--- config.mk ---
export PLATFORM = sky130hd
export DESIGN_NAME = bcd_conv_sched
export DESIGN_NICKNAME = d
export VERILOG_FILES = /design/src/rtl/n2bcd_pkg.sv /design/src/rtl/dd_bcd_core.sv /design/src/rtl/bcd_conv_sched.sv
export SDC_FILE = /design/constraint.sdc
export NUM_CORES = 1
export LEC_CHECK = 0
export BUFFER_PORTS_ARGS = -buffer_cell sky130_fd_sc_hd__buf_2
export CAP_MARGIN = 10
export CORE_MARGIN = 5
export CORE_UTILIZATION = 60
export DETAILED_ROUTE_END_ITERATION = 10
export PLACE_DENSITY = 0.94
export SLEW_MARGIN = 20
export SYNTH_ARGS = -nofsm -noshare
export SYNTH_HDL_FRONTEND = slang
export SYNTH_HIERARCHICAL = 1
export SYNTH_SLANG_ARGS = --single-unit
--- constraint.sdc ---
create_clock -name clk -period 2.85 [get_ports clk]
set_input_delay 0.4275 -clock clk [delete_from_list [all_inputs] [get_ports clk]]
set_output_delay 0.4275 -clock clk [all_outputs]
set_load 0.05 [all_outputs]
--- src/rtl/n2bcd_pkg.sv ---
// n2bcd_pkg
// Shared constants, state encoding and a nibble helper for the
// signed-binary-to-BCD conversion scheduler and its shift-add-3 core.
// No ports (package).

package n2bcd_pkg;

    localparam logic [3:0] BCD_SIGN_NEG = 4'd5;
    localparam logic [3:0] BCD_SIGN_POS = 4'd0;
    localparam int         MAG_MAX      = 9999;
    localparam int         MAG_W        = 14;
    localparam int         DIGITS       = 4;
    localparam int         SHIFT_CYCLES = 14;
    localparam int         BCD_W        = 4 * DIGITS;

    typedef enum logic [1:0] {
        IDLE  = 2'd0,
        SHIFT = 2'd1,
        DONE  = 2'd2
    } state_t;

    // Double-dabble correction: a digit of 5 or more would overflow past 9
    // once doubled, so bias it by 3 before the shift.
    function automatic logic [3:0] add3_nib(input logic [3:0] n);
        return (n >= 4'd5) ? n + 4'd3 : n;
    endfunction

endpackage

--- src/rtl/dd_bcd_core.sv ---
// dd_bcd_core
// Iterative shift-add-3 (double-dabble) datapath. Pure datapath, no
// sequencing: the owner asserts load once, then step once per bit.
//
// Ports:
//   clk     system clock
//   rst     asynchronous, active-high reset
//   load    capture mag and clear the BCD accumulator
//   mag     MAG_W-bit unsigned magnitude to convert
//   step    perform one add-3-then-shift iteration
//   digits  BCD value the accumulator takes on the next step; after the
//           last step is applied this is the final result, which lets the
//           owner register it on the same edge as that step

module dd_bcd_core
    import n2bcd_pkg::*;
(
    input  logic             clk,
    input  logic             rst,
    input  logic             load,
    input  logic [MAG_W-1:0] mag,
    input  logic             step,
    output logic [BCD_W-1:0] digits
);

    logic [MAG_W-1:0] mag_sr;
    logic [BCD_W-1:0] bcd_r;
    logic [BCD_W-1:0] bcd_adj;

    always_comb begin
        bcd_adj = bcd_r;
        for (int i = 0; i < DIGITS; i++) begin
            bcd_adj[4*i +: 4] = add3_nib(bcd_r[4*i +: 4]);
        end
    end

    assign digits = {bcd_adj[BCD_W-2:0], mag_sr[MAG_W-1]};

    always_ff @(posedge clk or posedge rst) begin
        if (rst) begin
            mag_sr <= '0;
            bcd_r  <= '0;
        end else if (load) begin
            mag_sr <= mag;
            bcd_r  <= '0;
        end else if (step) begin
            bcd_r  <= digits;
            mag_sr <= {mag_sr[MAG_W-2:0], 1'b0};
        end
    end

endmodule

--- src/rtl/bcd_conv_sched.sv ---
// bcd_conv_sched
// Shares one iterative signed-binary-to-BCD converter among NREQ
// requesters. Arbitrates, clamps |value| to 9999, tracks the sign and
// sequences the dd_bcd_core datapath.
//
// Build option:
//   BCD_SCHED_RR_ARB_EN  defined   -> round-robin arbitration
//                        undefined -> fixed priority, lowest index wins
//
// Ports:
//   clk      system clock
//   rst      asynchronous, active-high reset
//   req      per-requester level request, held until gnt
//   din      requester i's signed W-bit value at [i*W +: W]
//   gnt      one-hot, one-cycle pulse: request accepted, din captured
//   done     one-hot, one-cycle pulse to the owner: bcd_out valid
//   bcd_out  {sign nibble (5 = negative), thousands, hundreds, tens, units}
//   ovf      magnitude exceeded 9999 and was clamped; holds with bcd_out
//   busy     high while a conversion occupies SHIFT or DONE
//
// state | meaning
// ------+------------------------------------------------------------
// IDLE  | waiting for any req; the capture edge grants and loads core
// SHIFT | 14 double-dabble steps, cnt counts down to terminal 0
// DONE  | one cycle with done[id] high, then back to IDLE

module bcd_conv_sched
    import n2bcd_pkg::*;
#(
    parameter int NREQ = 4,
    parameter int W    = 16
) (
    input  logic              clk,
    input  logic              rst,
    input  logic [NREQ-1:0]   req,
    input  logic [NREQ*W-1:0] din,
    output logic [NREQ-1:0]   gnt,
    output logic [NREQ-1:0]   done,
    output logic [BCD_W+3:0]  bcd_out,
    output logic              ovf,
    output logic              busy
);

    localparam int IDXW = (NREQ > 1) ? $clog2(NREQ) : 1;
    localparam int CNTW = $clog2(SHIFT_CYCLES);

    state_t           state;
    logic [CNTW-1:0]  cnt;
    logic [IDXW-1:0]  id;
    logic [IDXW-1:0]  win;
    logic             sign_r;
    logic             ovf_r;

    logic [W-1:0]     din_w;
    logic [W:0]       mag_full;
    logic             mag_ovf;
    logic [MAG_W-1:0] mag_ld;
    logic             load;
    logic             step;
    logic [BCD_W-1:0] digits;

`ifdef BCD_SCHED_RR_ARB_EN
    // ptr is where the next search begins, i.e. one past the last grant.
    logic [IDXW-1:0]  ptr;

    always_comb begin
        win = '0;
        // Walk downward so the closest index at or after ptr wins last.
        for (int k = NREQ - 1; k >= 0; k--) begin
            if (req[(int'(ptr) + k) % NREQ]) begin
                win = IDXW'((int'(ptr) + k) % NREQ);
            end
        end
    end
`else
    always_comb begin
        win = '0;
        for (int k = NREQ - 1; k >= 0; k--) begin
            if (req[k]) begin
                win = IDXW'(k);
            end
        end
    end
`endif

    assign din_w = din[int'(win)*W +: W];

    // One extra bit so the most negative input still has a positive magnitude.
    assign mag_full = din_w[W-1] ? -{din_w[W-1], din_w} : {din_w[W-1], din_w};
    assign mag_ovf  = mag_full > (W+1)'(MAG_MAX);
    assign mag_ld   = mag_ovf ? MAG_W'(MAG_MAX) : MAG_W'(mag_full);

    assign load = (state == IDLE) && (|req);
    assign step = (state == SHIFT);

    dd_bcd_core u_core (
        .clk    (clk),
        .rst    (rst),
        .load   (load),
        .mag    (mag_ld),
        .step   (step),
        .digits (digits)
    );

    always_ff @(posedge clk or posedge rst) begin
        if (rst) begin
            state   <= IDLE;
            cnt     <= '0;
            id      <= '0;
            sign_r  <= 1'b0;
            ovf_r   <= 1'b0;
            gnt     <= '0;
            done    <= '0;
            bcd_out <= '0;
            ovf     <= 1'b0;
            busy    <= 1'b0;
`ifdef BCD_SCHED_RR_ARB_EN
            ptr     <= '0;
`endif
        end else begin
            gnt  <= '0;
            done <= '0;
            case (state)
                IDLE: begin
                    if (|req) begin
                        gnt    <= NREQ'(1) << win;
                        id     <= win;
                        sign_r <= din_w[W-1];
                        ovf_r  <= mag_ovf;
                        cnt    <= CNTW'(SHIFT_CYCLES - 1);
                        busy   <= 1'b1;
                        state  <= SHIFT;
`ifdef BCD_SCHED_RR_ARB_EN
                        ptr    <= (int'(win) == NREQ - 1) ? '0 : win + 1'b1;
`endif
                    end
                end
                SHIFT: begin
                    // The core applies its final step on this same edge,
                    // so digits already carries the finished result.
                    if (cnt == '0) begin
                        done    <= NREQ'(1) << id;
                        bcd_out <= {sign_r ? BCD_SIGN_NEG : BCD_SIGN_POS, digits};
                        ovf     <= ovf_r;
                        state   <= DONE;
                    end else begin
                        cnt <= cnt - 1'b1;
                    end
                end
                DONE: begin
                    busy  <= 1'b0;
                    state <= IDLE;
                end
                default: begin
                    state <= IDLE;
                end
            endcase
        end
    end

endmodule

; Yosys cells after proc, flatten, opt, wreduce, memory -nomap -nowiden
; Index checks and enable logic that the tools add are counted.
; W data, S select, Z words.
[totals]
ff_bits = 70
in_bits = 70
output_inout_bits = 30
[op_classes]
n_addsub = 6
n_lt_le_gt_ge = 5
eq_ne = 5
shift = 3
n_mux = 27
reduce_logical = 12
[op_table]
columns = op, n
row1 = $shiftx A64 B7 Y16, 1
row2 = $mux W14, 3
row3 = $mux W4, 9
row4 = $mux W16, 2
row5 = $gt A17 B14 Y1 const B, 1
row6 = $mux W17, 1
row7 = $neg A17 Y17, 1
row8 = $ge A4 B3 Y1 const B, 4
row9 = $add A4 B2 Y4 const B, 3
row10 = $mux W2, 6
row11 = $pmux W4 S2, 1
row12 = $reduce_and A2 Y1, 4
row13 = $shl A1 B2 Y4 const A, 2
row14 = $mux W3, 2
row15 = $reduce_bool A2 Y1, 3
row16 = $logic_not A4 Y1, 1
row17 = $ne A2 B1 Y1 const B, 2
row18 = $pmux W2 S2, 1
row19 = $reduce_or A4 Y1, 1
row20 = $sub A4 B1 Y4 const B, 1
row21 = $add A3 B2 Y3 const B, 1
row22 = $reduce_and A3 Y1, 1
row23 = $eq A2 B1 Y1 const B, 1
row24 = $eq A2 B2 Y1 const B, 1
row25 = other kinds (5), 5

; Longest topological paths before layout
[logic_depth]
depth_word = 10
depth_mapped = 15

; Hierarchy
; The synthesis kept the hierarchy.
[by_module_without_submodules]
columns = module, instances, cells_per_inst, area_each_um2
row1 = bcd_conv_sched, 1, 359, 2992.9
row2 = dd_bcd_core, 1, 195, 1784.2

; Worst setup path after synthesis
; No wires, ideal clock.
[synth_timing]
path_kind = input to register
startpoint = input req[1]
endpoint = register u_core.mag_sr[9]
setup_time_ns = 0.134
arrival_ns = 2.733
path_slack_ns = -0.018
cell_stages = 15
n_path_buf = 4
path_cell_list = buf_2 -> buf_2 -> buf_4 -> a221oi_1 -> nor3_1 -> a21oi_1 -> ha_1 -> nand3_2 -> a2111oi_4 -> o21ai_2 -> and2_4 -> buf_6 -> or3b_1 -> nand2_1 -> o21ai_0
[synth_via]
elab_chain_cells = 8
elab_cells_between_ends = 11
classes_between = add/sub: 1 / order compare: 1 / shift: 1 / mux: 5 / reduce/logical: 3
[synth_lines]
columns = element, line_no
row1 = start: declaration, bcd_conv_sched.sv:35  ; input logic [NREQ-1:0] req,
row2 = $mux W2 * (2 in series), bcd_conv_sched.sv:79  ; if (req[k]) begin
row3 = $shiftx A64 B7 Y16 *, bcd_conv_sched.sv:86  ; assign din_w = din[int'(win)*W +: W];
row4 = $neg A17 Y17, bcd_conv_sched.sv:89  ; assign mag_full = din_w[W-1] ? -{din_w[W-1], din_w} : {din_w[W-1], din_w};
row5 = $mux W17 *, bcd_conv_sched.sv:89
row6 = $gt A17 B14 Y1, bcd_conv_sched.sv:90  ; assign mag_ovf = mag_full > (W+1)'(MAG_MAX);
row7 = $mux W14 *, bcd_conv_sched.sv:91  ; assign mag_ld = mag_ovf ? MAG_W'(MAG_MAX) : MAG_W'(mag_full);
row8 = net mag_ld[9], bcd_conv_sched.sv:57  ; logic [MAG_W-1:0] mag_ld;
row9 = $mux W14 *, dd_bcd_core.sv:43  ; end else if (load) begin
row10 = end signal: assignment, dd_bcd_core.sv:44  ; mag_sr <= mag;
row11 = end signal: assignment, dd_bcd_core.sv:48  ; mag_sr <= {mag_sr[MAG_W-2:0], 1'b0};
row12 = end: declaration, dd_bcd_core.sv:26  ; logic [MAG_W-1:0] mag_sr;
; Mark *: on every way through the listed nets, which the timed path passes. The rest lies on a longest branch.
; A chain may end at the register's enable or synchronous reset.

; Worst setup path after layout
[layout_timing]
startpoint = input req[2]
endpoint = register u_core.mag_sr[1]
[layout_via]
elab_chain_cells = 9
elab_cells_between_ends = 12
classes_between = add/sub: 1 / order compare: 1 / shift: 1 / mux: 6 / reduce/logical: 3
[layout_lines]
columns = element, line_no
row1 = $mux W2 * (3 in series), bcd_conv_sched.sv:79
row2 = $shiftx A64 B7 Y16 *, bcd_conv_sched.sv:86
row3 = $neg A17 Y17, bcd_conv_sched.sv:89
row4 = $mux W17 *, bcd_conv_sched.sv:89
row5 = $gt A17 B14 Y1, bcd_conv_sched.sv:90
row6 = $mux W14 *, bcd_conv_sched.sv:91
row7 = net mag_ld[1], bcd_conv_sched.sv:57
row8 = $mux W14 *, dd_bcd_core.sv:43
; Marks and branches as above.

==> results.cfg <==
[sta]
max_freq_ghz = 0.3544
period_needed_ns = 2.821
skew_ns = 0.008869
tightest_slew_ns = 0.5822
setup_slack_ns = 0.02863
fin_crit_sh_pct = 99.00
hold_violations = 0
rsz0062_at_grt = yes
maxSlewHeadroom_pct = 60.89
tns_ns = 0
drv_slew = 0
setup_viol = 0

[floorplan]
ioPinCount = 100
coreArea_mm2 = 0.007727
rows = 32
die_width_um = 99.23
die_h_um = 99.23
initial_core_util_pct = 61.82
dieArea_mm2 = 0.009847

[clock_tree]
tritoncts = yes
clkTransAtPathRegs_ns = 0.07
cts_buffers = 9
cts_max_level = 3
clock_sinks = 67
clockBufferDepth = 2
cts_root_buf = clkbuf_8
worstSkewPairLatency_ns = 0.35

[synthesis]
syn_inst = 554
synth_edf_count = 0
ys_ff_latch = 67
async_reset_ff_share_pct = 100.0
avgSynthCellArea_um2 = 8.623
synth-seq-area-share_pct = 35.10
ys.flop_type = dfrtp_1
syn-cell-area_mm2 = 0.004777
yosysUniqueCellTypes = 82
yosys_warnings = 6

[route]
wl_per_cell_um = 17.37
dr.pass1.iters = 6
drt-total-wl_um = 14050
final_antenna_net_count = 0
vias = 5003
drc = 0
drt-initial-drc-count = 462
vias_per_cell = 6.184

[finish]
n_antenna_cell = 0
drive_gt1_share_pct = 32.25
fin_nets = 782
final_common_cell = nand2_1
final_cell_mix = nand2_1 (110), buf_2 (97), buf_4 (71), dfrtp_1 (67), o21ai_0 (33)
area_growth_pct = 25.14

[placement]
gp_congestion = 1.063
dp_hpwl_um = 10470
pre_cts_ws_ns = -0.2768
io_buffers = 97

[setup_path]
crit_type = primary input to register
endpoint_kind = register
path_max_fanout = 9
cp-start-kind = primary input
cp.required_ns = 3.10
arrival_ns = 3.07

[grt]
grt_pass1_wl_um = 22200
grt_overflow = 0
gr-usage-all-layers_pct = 27.48
grt_pass1_vias = 4911
grt_max_degree = 44
antenna_found_initial = 0

[pwr]
p_per_area_mw_per_mm2 = 891.0
cellLeakagePower_nw = 2.956
ir_drop_uv = 385.1

[status]
status = completed

[hold_path]
hold_path_class = primary input to asynchronous set/reset pin

[run]
maxCapViolations = 0
==> worst max-delay path, cell delays in order <==
cell and delay, ns:
buf_2 0.17, buf_4 0.16, nor3_4 0.06, buf_4 0.13, o21ai_0 0.30, and4_4 0.32
nand3_2 0.17, nor4_2 0.34, a211oi_1 0.12, o32a_2 0.47, o211ai_1 0.21, nand2_1 0.09
o21ai_0 0.11
==> per-layer routing <==
| metal | vias up | GRT usage [%] | share of wire, % |
|---|---|---|---|
| met4 | 0 | 13.55 | 4.7 |
| li1 | 2285 | - | - |
| met3 | 72 | 4.208 | 7.2 |
| met5 | - | 0 | 0 |
| met1 | 2372 | 31.45 | 36 |
| met2 | 274 | 49.64 | 52 |
==> final timing paths <==
check / startpoint / endpoint / slack, ns / depth (start not counted)
min reg2reg: bcd_out[8]$_DFFE_PP0P_ / bcd_out[8]$_DFFE_PP0P_ / 0.48 / 2
max reg2reg: state[1]$_DFFE_PP0P_ / cnt[1]$_DFFE_PP0P_ / 0.67 / 8
min in group clk: bcd_out[8]$_DFFE_PP0P_ / bcd_out[8]$_DFFE_PP0P_ / 0.48 / 2
max in group asynchronous: rst / bcd_out[15]$_DFFE_PP0P_ / 2.32 / 3
min: rst / u_core/mag_sr[13]$_DFFE_PP0P_ / 0.16 / 3
max: req[2] / u_core/mag_sr[1]$_DFFE_PP0P_ / 0.03 / 13
==> state kept, by name, summed over array words and instances, names as in the netlist <==
register	flops
bcd_out	17
busy	1
cnt	4
done	4
gnt	4
id	2
ovf	1
ovf_r	1
sign_r	1
state	2
u_core/bcd_r	16
u_core/mag_sr	14
==> where the power goes <==
group | leakage [nW] | switching [W] | internal (W)
clock | 0.0991 | 0.000352 | 0.000423
combinational | 2.01 | 0.00182 | 0.00109
sequential | 0.851 | 0.000305 | 0.00134
==> synth_stat cells (8+ instances only) <==
cell	instances	area, µm²
mux2i_1	18	180.2
a21oi_1	30	150.1
xnor2_1	11	96.34
o21ai_0	33	165.2
ha_1	10	125.1
nor2b_1	9	56.30
inv_1	24	90.09
buf_2	10	50.05
nand3b_1	8	60.06
a211oi_1	8	60.06
nor3_1	16	80.08
nand2b_1	8	50.05
nor2_1	24	90.09
nand2_1	111	416.7
buf_4	9	67.56
clkbuf_1	8	30.03
nand3_1	9	45.04
dfrtp_1	67	1677
a22oi_1	8	60.06
==> cell families after synthesis <==
| family | share of synthesized area [%] |
|---|---|
| other cells | 0.07850 |
| mux | 4.007 |
| fa+ha+maj | 2.619 |
| buf+inv | 6.469 |
| flops | 35.10 |
| compound gates | 23.63 |
| xor+xnor | 2.907 |
| simple gates | 25.20 |
==> timing repair <==
| item | CTS | global route |
|---|---|---|
| setup endpoints to repair | 0 | 13 |
| hold endpoints to repair | 0 | 0 |
| hold buffers | 0 | 0 |
| resized for setup | 0 | 11 |
| setup buffers | 0 | 6 |
==> layout make-up <==
| type | instances | area, µm² |
|---|---|---|
| sequential | 67 | 1677 |
| clock inverter | 5 | 52.55 |
| timing repair buffer | 169 | 1039 |
| clock buffer | 11 | 141.4 |
| multi-input combinational | 430 | 2848 |
| fill | 441 | 1749 |
| inverter | 25 | 93.84 |
| tap | 102 | 127.6 |
==> through the flow <==
step                      util (%)  cells  total power [W]  cell area, µm²  hold slack [ns]
after floorplan                  -    555         0.003755            4788           0.4304
after global placement       73.69    787         0.004272            5694           0.4524
after detailed placement     73.69    787         0.004474            5694           0.4633
after CTS                    76.20    803         0.005274            5888           0.1516
after global routing         77.36    809         0.005677            5978           0.1843
final                        77.36    809         0.005327            5978           0.1618
(Power assumes the default switching activity.)
